File: src/rtl/normalize_shift_iter_pkg.sv
// Shared definitions for the iterative normalizer and the rounding-stage control.
package normalize_shift_iter_pkg;

  localparam int DATA_WIDTH_DEF  = 32;
  localparam int COUNT_WIDTH_DEF = 5;

  typedef enum logic [1:0] {
    IDLE  = 2'd0,
    SHIFT = 2'd1,
    DONE  = 2'd2
  } state_t;

  // The stage ladder 2**(COUNT_WIDTH-1) .. 1 only covers the word when it is a power of two.
  function automatic bit widths_ok(input int data_width, input int count_width);
    return data_width == (1 << count_width);
  endfunction

endpackage

File: src/rtl/normalize_shift_iter_if.sv
// Operand/result handshake bundle for the iterative normalizer.
interface normalize_shift_iter_if #(
  parameter int DATA_WIDTH  = 32,
  parameter int COUNT_WIDTH = 5
);

  logic                   in_valid;
  logic                   in_ready;
  logic [DATA_WIDTH-1:0]  in_sig;
  logic                   in_sticky;
  logic                   out_valid;
  logic                   out_ready;
  logic [DATA_WIDTH-1:0]  out_sig;
  logic [COUNT_WIDTH-1:0] out_count;
  logic                   out_zero;
  logic                   out_sticky;

  modport master (
    output in_valid, in_sig, in_sticky, out_ready,
    input  in_ready, out_valid, out_sig, out_count, out_zero, out_sticky
  );

  modport slave (
    input  in_valid, in_sig, in_sticky, out_ready,
    output in_ready, out_valid, out_sig, out_count, out_zero, out_sticky
  );

endinterface

File: src/rtl/normalize_shift_iter_stage.sv
// One logarithmic normalize step: shift left by SHIFT_BITS when the top SHIFT_BITS bits are all zero.
module normalize_shift_stage #(
  parameter int DATA_WIDTH = 32,
  parameter int SHIFT_BITS = 1
) (
  input  logic [DATA_WIDTH-1:0] sig_i,
  output logic [DATA_WIDTH-1:0] sig_o,
  output logic                  shifted_o
);

  always_comb begin
    shifted_o = (sig_i[DATA_WIDTH-1 -: SHIFT_BITS] == '0);
    sig_o     = shifted_o ? (sig_i << SHIFT_BITS) : sig_i;
  end

endmodule

File: src/rtl/normalize_shift_iter.sv
// Iterative left-normalizer: one logarithmic stage per clock, reports the total shift count.
module normalize_shift_iter
  import normalize_shift_iter_pkg::*;
#(
  parameter int DATA_WIDTH  = DATA_WIDTH_DEF,
  parameter int COUNT_WIDTH = COUNT_WIDTH_DEF
) (
  input  logic clock,
  input  logic reset,
  normalize_shift_iter_if.slave bus
);

  localparam int K_WIDTH = (COUNT_WIDTH > 1) ? $clog2(COUNT_WIDTH) : 1;

  if (!widths_ok(DATA_WIDTH, COUNT_WIDTH)) begin : g_bad_widths
    $fatal(1, "normalize_shift_iter: DATA_WIDTH must equal 2**COUNT_WIDTH");
  end

  state_t                 state_q, state_d;
  logic [DATA_WIDTH-1:0]  sig_q, sig_d;
  logic [COUNT_WIDTH-1:0] count_q, count_d;
  logic [K_WIDTH-1:0]     k_q, k_d;
  logic                   zero_q, zero_d;
  logic                   sticky_q, sticky_d;
  logic                   in_ready_c;

  logic [COUNT_WIDTH-1:0][DATA_WIDTH-1:0] stage_sig;
  logic [COUNT_WIDTH-1:0]                 stage_shifted;

  for (genvar g = 0; g < COUNT_WIDTH; g++) begin : g_stage
    normalize_shift_stage #(
      .DATA_WIDTH (DATA_WIDTH),
      .SHIFT_BITS (1 << g)
    ) u_stage (
      .sig_i     (sig_q),
      .sig_o     (stage_sig[g]),
      .shifted_o (stage_shifted[g])
    );
  end

  // DONE accepts a new operand on the same edge the result leaves (bypass accept).
  always_comb begin
    state_d    = state_q;
    sig_d      = sig_q;
    count_d    = count_q;
    k_d        = k_q;
    zero_d     = zero_q;
    sticky_d   = sticky_q;
    in_ready_c = 1'b0;

    case (state_q)
      IDLE: in_ready_c = 1'b1;
      SHIFT: begin
        if (stage_shifted[k_q]) begin
          sig_d        = stage_sig[k_q];
          count_d[k_q] = 1'b1;
        end
        if (k_q == '0) state_d = DONE;
        else           k_d     = k_q - K_WIDTH'(1);
      end
      DONE: begin
        in_ready_c = bus.out_ready;
        if (bus.out_ready) state_d = IDLE;
      end
      default: state_d = IDLE;
    endcase

    if (bus.in_valid && in_ready_c) begin
      sig_d    = bus.in_sig;
      sticky_d = bus.in_sticky;
      zero_d   = (bus.in_sig == '0);
      count_d  = '0;
      k_d      = K_WIDTH'(COUNT_WIDTH - 1);
      state_d  = SHIFT;
    end
  end

  always_ff @(posedge clock or posedge reset) begin
    if (reset) begin
      state_q  <= IDLE;
      sig_q    <= '0;
      count_q  <= '0;
      k_q      <= '0;
      zero_q   <= 1'b0;
      sticky_q <= 1'b0;
    end else begin
      state_q  <= state_d;
      sig_q    <= sig_d;
      count_q  <= count_d;
      k_q      <= k_d;
      zero_q   <= zero_d;
      sticky_q <= sticky_d;
    end
  end

  assign bus.in_ready   = in_ready_c;
  assign bus.out_valid  = (state_q == DONE);
  assign bus.out_sig    = sig_q;
  assign bus.out_count  = count_q;
  assign bus.out_zero   = zero_q;
  assign bus.out_sticky = sticky_q;

endmodule

File: src/flat_wrapper.sv
// flat-port wrapper written by rule: the top's interface ports become plain ports
module normalize_shift_iter_flat import normalize_shift_iter_pkg::*;
#(
  parameter int DATA_WIDTH  = DATA_WIDTH_DEF,
  parameter int COUNT_WIDTH = COUNT_WIDTH_DEF
)
  (clock, reset, bus_in_valid, bus_in_sig, bus_in_sticky, bus_out_ready, bus_in_ready, bus_out_valid, bus_out_sig, bus_out_count, bus_out_zero, bus_out_sticky);
  normalize_shift_iter_if #(.DATA_WIDTH(DATA_WIDTH), .COUNT_WIDTH(COUNT_WIDTH)) bus_i ();
  input  logic clock;
  input  logic reset;
  input wire logic [$bits(bus_i.in_valid)-1:0] bus_in_valid;
  input wire logic [$bits(bus_i.in_sig)-1:0] bus_in_sig;
  input wire logic [$bits(bus_i.in_sticky)-1:0] bus_in_sticky;
  input wire logic [$bits(bus_i.out_ready)-1:0] bus_out_ready;
  output wire logic [$bits(bus_i.in_ready)-1:0] bus_in_ready;
  output wire logic [$bits(bus_i.out_valid)-1:0] bus_out_valid;
  output wire logic [$bits(bus_i.out_sig)-1:0] bus_out_sig;
  output wire logic [$bits(bus_i.out_count)-1:0] bus_out_count;
  output wire logic [$bits(bus_i.out_zero)-1:0] bus_out_zero;
  output wire logic [$bits(bus_i.out_sticky)-1:0] bus_out_sticky;
  assign bus_i.in_valid = bus_in_valid;
  assign bus_i.in_sig = bus_in_sig;
  assign bus_i.in_sticky = bus_in_sticky;
  assign bus_i.out_ready = bus_out_ready;
  assign bus_in_ready = bus_i.in_ready;
  assign bus_out_valid = bus_i.out_valid;
  assign bus_out_sig = bus_i.out_sig;
  assign bus_out_count = bus_i.out_count;
  assign bus_out_zero = bus_i.out_zero;
  assign bus_out_sticky = bus_i.out_sticky;
  normalize_shift_iter #(.DATA_WIDTH(DATA_WIDTH), .COUNT_WIDTH(COUNT_WIDTH)) u_core (.clock(clock), .reset(reset), .bus(bus_i));
endmodule
File: config.mk
export PLATFORM = sky130hd
export DESIGN_NAME = normalize_shift_iter_flat
export DESIGN_NICKNAME = d
export VERILOG_FILES = /design/src/rtl/normalize_shift_iter_pkg.sv /design/src/rtl/normalize_shift_iter_if.sv /design/src/rtl/normalize_shift_iter_stage.sv /design/src/rtl/normalize_shift_iter.sv /design/src/flat_wrapper.sv
export SDC_FILE = /design/constraint.sdc
export NUM_CORES = 1
export LEC_CHECK = 0
export CAP_MARGIN = 20
export CORE_MARGIN = 2
export CORE_UTILIZATION = 43
export DETAILED_ROUTE_END_ITERATION = 8
export GPL_TIMING_DRIVEN = 0
export PLACE_DENSITY = 0.7
export SYNTH_ARGS = -nofsm -noshare
export SYNTH_HDL_FRONTEND = slang
export SYNTH_SLANG_ARGS = --single-unit
File: constraint.sdc
create_clock -name clock -period 7 [get_ports clock]
set_input_delay 1.4 -clock clock [delete_from_list [all_inputs] [get_ports clock]]
set_output_delay 1.4 -clock clock [all_outputs]
set_load 0.005 [all_outputs]
# Word-level counts from Yosys, hierarchy flattened
# Cells that the tools add are included.
# word_totals
output_inout_bits	41
romBits	0
memories	0
input_bits	37
mem_bits_rw	0
reg_bits	44
latch_bits	0
# classes
n_mul	0
bitwise	2
n_shift	0
n_reduce_logical	14
n_eq_ne	6
div_mod_pow	0
addsub	1
order_cmp	2
muxes	25
# ops
operator	count
two-way mux 32 bit	9
binary-select mux 32 bit (select 3 bit)	1
zero test 32 bit	1
zero test 16 bit	1
two-way mux 5 bit	3
two-way mux 3 bit	3
zero test 8 bit	1
two-way mux 2 bit	3
case mux 2 bit (3 select lines)	1
bitwise OR 5 bit	1
zero test 2 bit	2
zero test 4 bit	1
< comparator 3 x 4 -> 1 bit, second input constant	1
AND reduction 2 bit	2
nonzero test 2 bit	2
binary-select mux 1 bit (select 3 bit)	1
demux 1 bit (select 3 bit)	1
greater-or-equal comparator 3 x 1 -> 1 bit, second input constant	1
zero test 3 bit	1
inequality test 3 x 1 -> 1 bit, second input constant	1
inequality test 3 x 2 -> 1 bit, second input constant	1
AND reduction 3 bit	1
subtractor 3 x 1 -> 3 bit, second input constant	1
equality test 2 x 1 -> 1 bit, second input constant	1
other kinds (7)	9

# Logic depth before layout (Yosys ltp)
# Gate-level depths: netlist (run 1).
# logic_depth
word_depth	8
ltp_mapped	10
ltp_nobuf	7

# Modules after synthesis
# Synthesis (run 1) repeated with hierarchy kept, for this count alone.
# unflattened
hier_cells	604
area_unflattened_um2	5810.6
# by_module_without_submodules
mod	instances	cells_per_inst	area_per_inst_um2
normalize_shift_iter	1	409	3723.6
normalize_shift_stage at u_core.g_stage[0].u_stage	1	37	518.0
normalize_shift_stage at u_core.g_stage[1].u_stage	1	38	506.7
normalize_shift_stage at u_core.g_stage[2].u_stage	1	42	407.9
normalize_shift_stage at u_core.g_stage[3].u_stage	1	38	380.4
normalize_shift_stage at u_core.g_stage[4].u_stage	1	40	274.0

# Least setup slack after synthesis (run 1)
# OpenSTA, ideal clock, no wires.
# synth_path
kind	in2out
startpoint	input bus_out_ready
endpoint	output bus_in_ready
setup_slack_ns	3.913
arrival_ns	1.687
cell_stages	2
cell_sequence	nand2b_1 -> nor2b_1
# synth_via
elab_chain_len	1
# synth_lines
element	line	text
from (decl)	flat_wrapper.sv:14	input wire logic [$bits(bus_i.out_ready)-1:0] bus_out_ready;
case mux 1 bit (2 select lines)	normalize_shift_iter.sv:51	case (state_q)
to (decl)	flat_wrapper.sv:15	output wire logic [$bits(bus_i.in_ready)-1:0] bus_in_ready;
# No other way between the ends.

# Worst setup path in the final report (run 1)
# Same ends and word-level chain as after synthesis.

==> results_dict.tcl, run 1 <==
set metrics [dict create \
    start_util_pct 44.6 \
    cts_tree "yes" \
    switching_share_pct 48.5 \
    synth_top_area_share_pct 31.6 \
    grt_use_total_pct 31.3 \
    max-clock-path-buffers 2 \
    ys_warn_count 0 \
    area_growth_pct 29.7 \
    viasPerCell 6.48 \
    worst_ep_required_time_ns 5.60 \
    dieArea_mm2 0.00884 \
    postCtsSetupBuffers 0 \
    drt_iter0_drc 437 \
    combPwrFrac_pct 61.8 \
    drv_cap 0 \
    hold_viol_final 0 \
    syn_area_per_cell_um2 8.48 \
    setup_viol 0 \
    die_x_um 94.0 \
    dr.pass1.iters 6 \
    n_antenna_cell 0 \
    remaining_drc_errors 0 \
    clk_latency_ns 0.32 \
    overflow 0 \
    final_cell_mix "clkdlybuf4s50_1 (77), nand2_1 (48), dfrtp_1 (44)" \
    critPathMaxFanout 4 \
    rsz0062_at_grt "no" \
    worst_pin_slew_ns 1.11 \
    clkSinkCount 44 \
    internal-power_w 0.00107 \
    worst_setup_path_start_kind "input port" \
    pwr-share-seq_pct 28.0 \
    totalWireLength_um 13500 \
    switchingPower_w 0.00101 \
    slew_headroom_pct 25.7 \
    layout_commonest_cell "clkdlybuf4s50_1" \
    vias 3882 \
    ios 78 \
    powerDensity_mw_per_mm2 461 \
    ctsResizeCount 0 \
    multi_input_area_mm2 0.00202 \
    core_mm2 0.00781 \
    fin_area_mm2 0.00452 \
    post-route-period-util_pct 57.5 \
    fin_worst_skew_ns 0.0113 \
    grt_first_pass_wirelength_um 21200 \
    ant_nets 0 \
    hp-class "reg -> reg" \
    status "complete, no violations" \
    path_class "in -> out" \
    cts_hold_buffers 0 \
    crit_arrival_ns 2.63 \
    gp_congestion 0.955 \
    cellLeakagePower_nw 1.73 \
    rows 32 \
    synth_area_leaders "dfrtp_1 (32%), o221ai_1 (5.8%), nand2_1 (5.2%), a21oi_1 (4.6%), inv_1 (3.2%)" \
    synth_top_area_cell "dfrtp_1" \
    fin_nets 538 \
    max_freq_mhz 248 \
    grt_pass1_vias 3695 \
    vdd_drop_max_mv 0.225 \
    dpl_cell_area_mm2 0.00440 \
    htree_levels 2 \
    synthFlopType "dfrtp_1" \
    cp-end-kind "output pin" \
    final.setup.tns_ns 0 \
    p_clk_share_pct 10.2 \
    antenna_found_initial 0 \
    ys_async_sr_fraction_pct 100 \
    numCtsBuffers 5 \
    synth_nets 453 \
    dp_hpwl_um 10100 \
    synth_edf_count 0 \
    post_drt_wl_per_cell_um 22.6 \
    ys_seq_area_share_pct 31.6 \
    register_area_mm2 0.00110 \
    ys_ff_latch 44 \
    grt_max_degree 26 \
    synth.distinct_cells 67 \
    synth_cells 411 \
    fillers 741 \
    drive_gt1_share_pct 10.5 \
    syn_area_mm2 0.00348 \
    cts_root_buf "clkbuf_8" \
    period_minus_slack_ns 4.03 \
    clk_pin_slew_worst_paths_ns 0.10 \
    fp.dieH_um 94.0 \
    io_buffers 77 \
    final_max_slew_viol_count 0 \
]
final cells by class:
| type | instances | share of cell area, % |
|---|---|---|
| clock inverter | 3 | 1.02 |
| inverter | 30 | 2.49 |
| timing repair buffer | 78 | 17.5 |
| multi-input combinational | 303 | 44.7 |
| buffer | 34 | 5.59 |
| sequential | 44 | 24.4 |
| tap | 102 | 2.82 |
| clock buffer | 5 | 1.52 |
stage by stage:
step	worst slack [ns]	instances	util [%]	total power, W	hold slack [ns]
floorplan	3.91	411	-	0.00130	0.467
global placement	2.98	590	56.1	0.00184	0.462
detailed placement	2.97	591	56.4	0.00184	0.466
CTS	2.97	599	57.9	0.00206	0.491
global route	2.89	599	57.9	0.00221	0.531
finish	2.97	599	57.9	0.00208	0.482
critical path: stages:
cell,delay (ns)
clkdlybuf4s50_1,0.44
nand2b_1,0.14
nor2b_1,0.14
clkdlybuf4s50_1,0.50
per-layer routing:
| layer | global-route usage (%) | share of wire (%) | wire length (um) |
|---|---|---|---|
| met1 | 46.7 | 45 | 6090 |
| met2 | 46.4 | 45 | 6030 |
| met3 | 4.33 | 8.2 | 1110 |
| met4 | 10.3 | 2.3 | 313 |
| met5 | 0 | 0 | 0 |
cells in the mapped netlist (all sizes together) (3+ instances only):
cell type  number
dfrtp          44
a31oi          11
a21oi          32
a22o            3
nor3            8
a221oi         11
a21o            3
nor2           22
o22ai           9
a221o           5
o2bb2ai         3
o21ai           8
nand3b          6
nor2b          14
nand2          48
nand4           4
buf            16
o2111ai         6
clkbuf         18
o32ai           3
nand3           9
inv            30
nand2b          7
a22oi           7
o221ai         23
ha              5
and2            4
a2bb2oi         5
or3             5
o21a            3
nor4           16
power by group through the flow:
stage	sequential (W)	clock, W	combinational (W)
5_1_grt	0.000601	0.000224	0.00139
6_report	0.000584	0.000212	0.00129
4_1_cts	0.000578	0.000215	0.00127
3_5_place_dp	0.000581	0	0.00126
2_1_floorplan	0.000516	0	0.000788
3_3_place_gp	0.000587	0	0.00125
worst paths after layout:
path                                                   start                                  to  slack (ns)  cells after the start
min in group asynchronous                              reset   u_core.bus.out_sticky$_DFFE_PP0P_        1.40                      2
max reg2reg                        u_core.k_q[0]$_DFFE_PP0P_  u_core.bus.out_sig[25]$_DFFE_PP0P_        3.97                     10
max                                            bus_out_ready                        bus_in_ready        2.97                      4
min                        u_core.bus.out_sticky$_DFFE_PP0P_   u_core.bus.out_sticky$_DFFE_PP0P_        0.48                      2
max in group asynchronous                              reset  u_core.bus.out_sig[22]$_DFFE_PP0P_        5.07                      3
min reg2reg                u_core.bus.out_sticky$_DFFE_PP0P_   u_core.bus.out_sticky$_DFFE_PP0P_        0.48                      2
kinds of logic after synthesis:
family,count (synthesis),synth area share (%)
simple gates,151,23.7
xor+xnor,1,0.251
mux,2,0.575
buf+inv,64,10.5
flops,44,31.6
compound gates,144,31.6
fa+ha+maj,5,1.80
state kept, by name, summed over array words and instances (netlist names):
register,cells
u_core.bus.out_count,5
u_core.bus.out_sig,32
u_core.bus.out_sticky,1
u_core.bus.out_zero,1
u_core.k_q,3
u_core.state_q,2
(Power assumes the default switching activity.)
==> run 2: changes to the inputs <==
--- a/config.mk
+++ b/config.mk
@@ -10,7 +10,7 @@
 export CORE_UTILIZATION = 43
 export DETAILED_ROUTE_END_ITERATION = 8
 export GPL_TIMING_DRIVEN = 0
-export PLACE_DENSITY = 0.7
+export PLACE_DENSITY = 0.73
 export SYNTH_ARGS = -nofsm -noshare
 export SYNTH_HDL_FRONTEND = slang
 export SYNTH_SLANG_ARGS = --single-unit
==> constraint.sdc (replaced) <==
create_clock -name clock -period 3.4 [get_ports clock]
set_input_delay 0.68 -clock clock [delete_from_list [all_inputs] [get_ports clock]]
set_output_delay 0.68 -clock clock [all_outputs]
set_load 0.005 [all_outputs]
==> results_dict.tcl, run 2 (synthesis results as in run 1) <==
set metrics [dict create \
    path_cells "clkbuf_1, inv_1, clkbuf_1, ha_1, nor2_1, a22oi_1, a32o_1, a2bb2oi_4, buf_4, o221ai_1" \
    vias 3908 \
    dp_hpwl_um 10200 \
    timing.critical_path.buf_inv 4 \
    cts_tree "yes" \
    fillers 741 \
    rows 32 \
    vdd_drop_max_mv 0.391 \
    cellLeakagePower_nw 1.73 \
    dieArea_mm2 0.00884 \
    postCtsSetupBuffers 0 \
    htree_levels 2 \
    grt_pass1_vias 3624 \
    drive_gt1_share_pct 10.5 \
    switching_share_pct 49.1 \
    max_stage_delay_ns 0.41 \
    clk_pin_slew_worst_paths_ns 0.10 \
    cts_hold_buffers 0 \
    dr.pass1.iters 5 \
    fp.dieH_um 94.0 \
    drt_iter0_drc 453 \
    n_antenna_cell 0 \
    period_minus_slack_ns 3.14 \
    grt_max_degree 28 \
    max-clock-path-buffers 2 \
    ant_nets 0 \
    rrSetupSlack_ns 0.26 \
    clkSinkCount 44 \
    switchingPower_w 0.00212 \
    totalWireLength_um 14000 \
    antenna_found_initial 0 \
    ctsResizeCount 0 \
    final.setup.tns_ns 0 \
    critPathMaxFanout 12 \
    status "complete, no violations" \
    rsz0062_at_grt "no" \
    core_mm2 0.00781 \
    critPathMostFrequentCell "clkbuf_1" \
    path_class "reg -> reg" \
    clk_latency_ns 0.31 \
    grt_use_total_pct 32.5 \
    layout_commonest_cell "clkdlybuf4s50_1" \
    start_util_pct 44.6 \
    internal-power_w 0.00220 \
    cts_root_buf "clkbuf_8" \
    worst_setup_path_start_kind "flop" \
    grt_first_pass_wirelength_um 21700 \
    worst_pin_slew_ns 1.13 \
    combPwrFrac_pct 61.8 \
    io_buffers 77 \
    worst_ep_required_time_ns 3.56 \
    powerDensity_mw_per_mm2 959 \
    multi_input_area_mm2 0.00202 \
    cp_slowest_cell "clkbuf_1" \
    post-route-period-util_pct 92.3 \
    path_delay_family "buffers and inverters" \
    placedCellCount 591 \
    final_max_slew_viol_count 0 \
    fin_nets 538 \
    cp-end-kind "flop" \
    post_drt_wl_per_cell_um 23.4 \
    final_cell_mix "clkdlybuf4s50_1 (77), nand2_1 (48), dfrtp_1 (44)" \
    crit_arrival_ns 3.30 \
    setup_viol 0 \
    viasPerCell 6.52 \
    fin_worst_hold_slack_ns 0.488 \
    hold_viol_final 0 \
    pwr-share-seq_pct 28.2 \
    largest_reg_flops 32 \
    remaining_drc_errors 0 \
    drv_cap 0 \
    max_freq_mhz 319 \
    numCtsBuffers 5 \
    overflow 0 \
    p_clk_share_pct 9.9 \
    fin_cells 599 \
    ios 78 \
    gp_congestion 0.999 \
    slew_headroom_pct 23.8 \
    fin_worst_skew_ns 0.0113 \
    register_area_mm2 0.00110 \
    hp-class "reg -> reg" \
    area_growth_pct 29.6 \
    die_x_um 94.0 \
]
-- run 2: final cells by class --
type / count / share of cell area (%)
clock inverter: 3 / 0.942
inverter: 30 / 2.49
clock buffer: 5 / 1.52
buffer: 34 / 5.60
tap: 102 / 2.83
sequential: 44 / 24.4
multi-input combinational: 303 / 44.7
timing repair buffer: 78 / 17.5
-- run 2: through the flow --
| stage | setup slack [ns] | power (W) | utilization [%] | instance area, um^2 |
|---|---|---|---|---|
| 2_1_floorplan | 1.21 | 0.00268 | - | 3480 |
| 3_3_place_gp | 0.388 | 0.00381 | 56.1 | 4380 |
| 3_5_place_dp | 0.386 | 0.00383 | 56.4 | 4400 |
| 4_1_cts | 0.361 | 0.00426 | 57.8 | 4510 |
| 5_1_grt | 0.184 | 0.00459 | 57.8 | 4510 |
| 6_report | 0.261 | 0.00433 | 57.8 | 4510 |
-- run 2: final timing paths --
kind | endpoint | start | depth (start not counted)
max in group asynchronous | u_core.bus.out_sig[29]$_DFFE_PP0P_ | reset | 3
min in group asynchronous | u_core.bus.out_sticky$_DFFE_PP0P_ | reset | 2
worst max-delay path | u_core.bus.out_sig[15]$_DFFE_PP0P_ | u_core.k_q[0]$_DFFE_PP0P_ | 10
worst max register to register | u_core.bus.out_sig[15]$_DFFE_PP0P_ | u_core.k_q[0]$_DFFE_PP0P_ | 10
worst min-delay path | u_core.bus.out_sticky$_DFFE_PP0P_ | u_core.bus.out_sticky$_DFFE_PP0P_ | 2
worst min register to register | u_core.bus.out_sticky$_DFFE_PP0P_ | u_core.bus.out_sticky$_DFFE_PP0P_ | 2
-- run 2: tightest hold or removal path, delay by kind of cell, from the launching register on --
| family | cells | cell delay (ns) |
|---|---|---|
| flops | 1 | 0.35 |
| simple gates | 2 | 0.11 |
-- run 2: per-layer routing --
| layer | vias to the layer above | GRT usage, % | wire [um] |
|---|---|---|---|
| met5 | - | 0 | 0 |
| met1 | 1902 | 47.9 | 6070 |
| met2 | 235 | 47.9 | 6240 |
| met3 | 38 | 5.62 | 1310 |
| met4 | 0 | 10.6 | 379 |
| li1 | 1733 | - | - |
-- run 2: power groups by stage --
stage | Combinational (W) | Clock (W) | Sequential, W
floorplan | 0.00162 | 0 | 0.00106
global placement | 0.00259 | 0 | 0.00122
detailed placement | 0.00262 | 0 | 0.00121
CTS | 0.00263 | 0.000429 | 0.00120
global route | 0.00288 | 0.000452 | 0.00126
finish | 0.00268 | 0.000429 | 0.00122
==> run 3: changes to the inputs <==
--- a/config.mk
+++ b/config.mk
@@ -6,11 +6,11 @@
 export NUM_CORES = 1
 export LEC_CHECK = 0
 export CAP_MARGIN = 20
-export CORE_MARGIN = 2
+export CORE_MARGIN = 5
 export CORE_UTILIZATION = 43
 export DETAILED_ROUTE_END_ITERATION = 8
 export GPL_TIMING_DRIVEN = 0
-export PLACE_DENSITY = 0.73
+export PLACE_DENSITY = 0.7
 export SYNTH_ARGS = -nofsm -noshare
 export SYNTH_HDL_FRONTEND = slang
 export SYNTH_SLANG_ARGS = --single-unit
==> constraint.sdc (replaced) <==
create_clock -name clock -period 3.31 [get_ports clock]
set_input_delay 0.662 -clock clock [delete_from_list [all_inputs] [get_ports clock]]
set_output_delay 0.662 -clock clock [all_outputs]
set_load 0.005 [all_outputs]
==> results_dict.tcl, run 3 (synthesis results as in run 1) <==
set metrics [dict create \
    status "complete, no violations" \
    powerDensity_mw_per_mm2 965 \
    critPathMostFrequentCell "clkbuf_1" \
    combPwrFrac_pct 62.5 \
    final_max_slew_viol_count 0 \
    cts_hold_buffers 0 \
    vias 3886 \
    max-clock-path-buffers 2 \
    slew_headroom_pct 24.3 \
    crit_arrival_ns 3.32 \
    timing.critical_path.buf_inv 4 \
    grt_pass1_vias 3777 \
    rows 32 \
    cts_root_buf "clkbuf_8" \
    post-route-period-util_pct 94.9 \
    fin_util_pct 57.6 \
    cts_tree "yes" \
    path_cells "clkbuf_1, inv_1, clkbuf_1, ha_1, nor2_1, a22oi_1, a32o_1, a2bb2oi_4, buf_4, o221ai_1" \
    grt_use_total_pct 27.4 \
    hold_viol_final 0 \
    dieArea_mm2 0.0100 \
    fp.dieH_um 100 \
    wl_met2_um 6220 \
    wirelength_met1_um 5750 \
    n_antenna_cell 0 \
    ant_nets 0 \
    start_util_pct 44.6 \
    area_growth_pct 29.0 \
    switchingPower_w 0.00215 \
    p_clk_share_pct 8.8 \
    clkSinkCount 44 \
    internal-power_w 0.00219 \
    remaining_drc_errors 0 \
    wl_met3_um 1490 \
    vdd_drop_max_mv 0.407 \
    critPathMaxFanout 12 \
    ctsResizeCount 0 \
    core_mm2 0.00781 \
    clk_pin_slew_worst_paths_ns 0.11 \
    grt_first_pass_wirelength_um 21400 \
    final_cell_mix "clkdlybuf4s50_1 (77), nand2_1 (48), dfrtp_1 (44)" \
    cp-end-kind "flop" \
    top_layer "met4" \
    post_drt_wl_per_cell_um 23.0 \
    path_class "reg -> reg" \
    max_stage_delay_ns 0.42 \
    io_buffers 77 \
    grt_max_degree 25 \
    period_minus_slack_ns 3.14 \
    postCtsSetupBuffers 0 \
    viasPerCell 6.49 \
    fin_nets 538 \
    largest_reg_flops 32 \
    gp_congestion 0.979 \
    clk_latency_ns 0.32 \
    worst_pin_slew_ns 1.13 \
    dr.pass1.iters 5 \
    worst_setup_path_start_kind "flop" \
    ios 78 \
    hp-class "reg -> reg" \
    setup_viol 0 \
    drv_cap 0 \
    antenna_found_initial 0 \
    die_x_um 100 \
    totalWireLength_um 13800 \
    final.setup.tns_ns 0 \
    max_freq_mhz 318 \
    numCtsBuffers 5 \
    layout_commonest_cell "clkdlybuf4s50_1" \
    cp_slowest_cell "clkbuf_1" \
    rsz0062_at_grt "no" \
    switching_share_pct 49.5 \
    dp_hpwl_um 10200 \
    path_delay_family "buffers and inverters" \
    pwr-share-seq_pct 28.6 \
    overflow 0 \
    drt_iter0_drc 396 \
    fin_worst_skew_ns 0.0140 \
    htree_levels 2 \
    cellLeakagePower_nw 1.71 \
    drive_gt1_share_pct 10.5 \
    worst_ep_required_time_ns 3.49 \
]
run 3: cell types whose count changed in the layout (fill, tap and decap cells not counted), sizes merged:
cell / before / now
bufinv: 1 / 0
clkinvlp: 1 / 2
run 3: worst reg2reg max path: stages, from the launching register on:
cell	delay [ns]
dfrtp_1	0.39
clkbuf_1	0.37
inv_1	0.25
clkbuf_1	0.42
ha_1	0.36
nor2_1	0.11
a22oi_1	0.13
a32o_1	0.34
a2bb2oi_4	0.27
buf_4	0.23
o221ai_1	0.14
run 3: path summary, 6_finish.rpt:
| check | startpoint | end | slack [ns] | cells past startpoint |
|---|---|---|---|---|
| setup / recovery | u_core.k_q[0]$_DFFE_PP0P_ | u_core.bus.out_sig[16]$_DFFE_PP0P_ | 0.17 | 10 |
| hold / removal | u_core.bus.out_sticky$_DFFE_PP0P_ | u_core.bus.out_sticky$_DFFE_PP0P_ | 0.48 | 2 |
| setup reg to reg | u_core.k_q[0]$_DFFE_PP0P_ | u_core.bus.out_sig[16]$_DFFE_PP0P_ | 0.17 | 10 |
| hold reg to reg | u_core.bus.out_sticky$_DFFE_PP0P_ | u_core.bus.out_sticky$_DFFE_PP0P_ | 0.48 | 2 |
| max in group asynchronous | reset | u_core.bus.out_sig[24]$_DFFE_PP0P_ | 2.11 | 3 |
| min in group asynchronous | reset | u_core.bus.out_sticky$_DFFE_PP0P_ | 0.67 | 2 |
run 3: metrics by stage:
step,power (W),std cells,hold slack (ns),cell area (um^2),setup WS [ns]
finish,0.00434,599,0.484,4500,0.169
global route,0.00459,599,0.535,4500,0.0632
CTS,0.00428,599,0.489,4500,0.263
detailed placement,0.00389,591,0.463,4400,0.296
global placement,0.00387,590,0.459,4380,0.254
floorplan,0.00276,411,0.467,3480,1.12
run 3: metal layers:
layer / track usage (%) / up-vias
met2: 42.5 / 253
met5: 0 / -
met3: 6.88 / 30
met1: 37.9 / 1867
met4: 7.56 / 0
li1: - / 1736
run 3: layout make-up:
cell class | instances | area [um^2]
fill | 743 | 3310
multi-input combinational | 303 | 2020
sequential | 44 | 1100
timing repair buffer | 78 | 791
buffer | 34 | 253
tap | 102 | 128
inverter | 30 | 113
clock buffer | 5 | 68.8
clock inverter | 3 | 23.8
run 3: power groups by stage:
stage          combinational, W  clock, W  sequential [W]
6_report                0.00271  0.000383         0.00124
5_1_grt                 0.00291  0.000400         0.00128
4_1_cts                 0.00268  0.000383         0.00122
3_5_place_dp            0.00266         0         0.00123
3_3_place_gp            0.00264         0         0.00124
2_1_floorplan           0.00167         0         0.00109
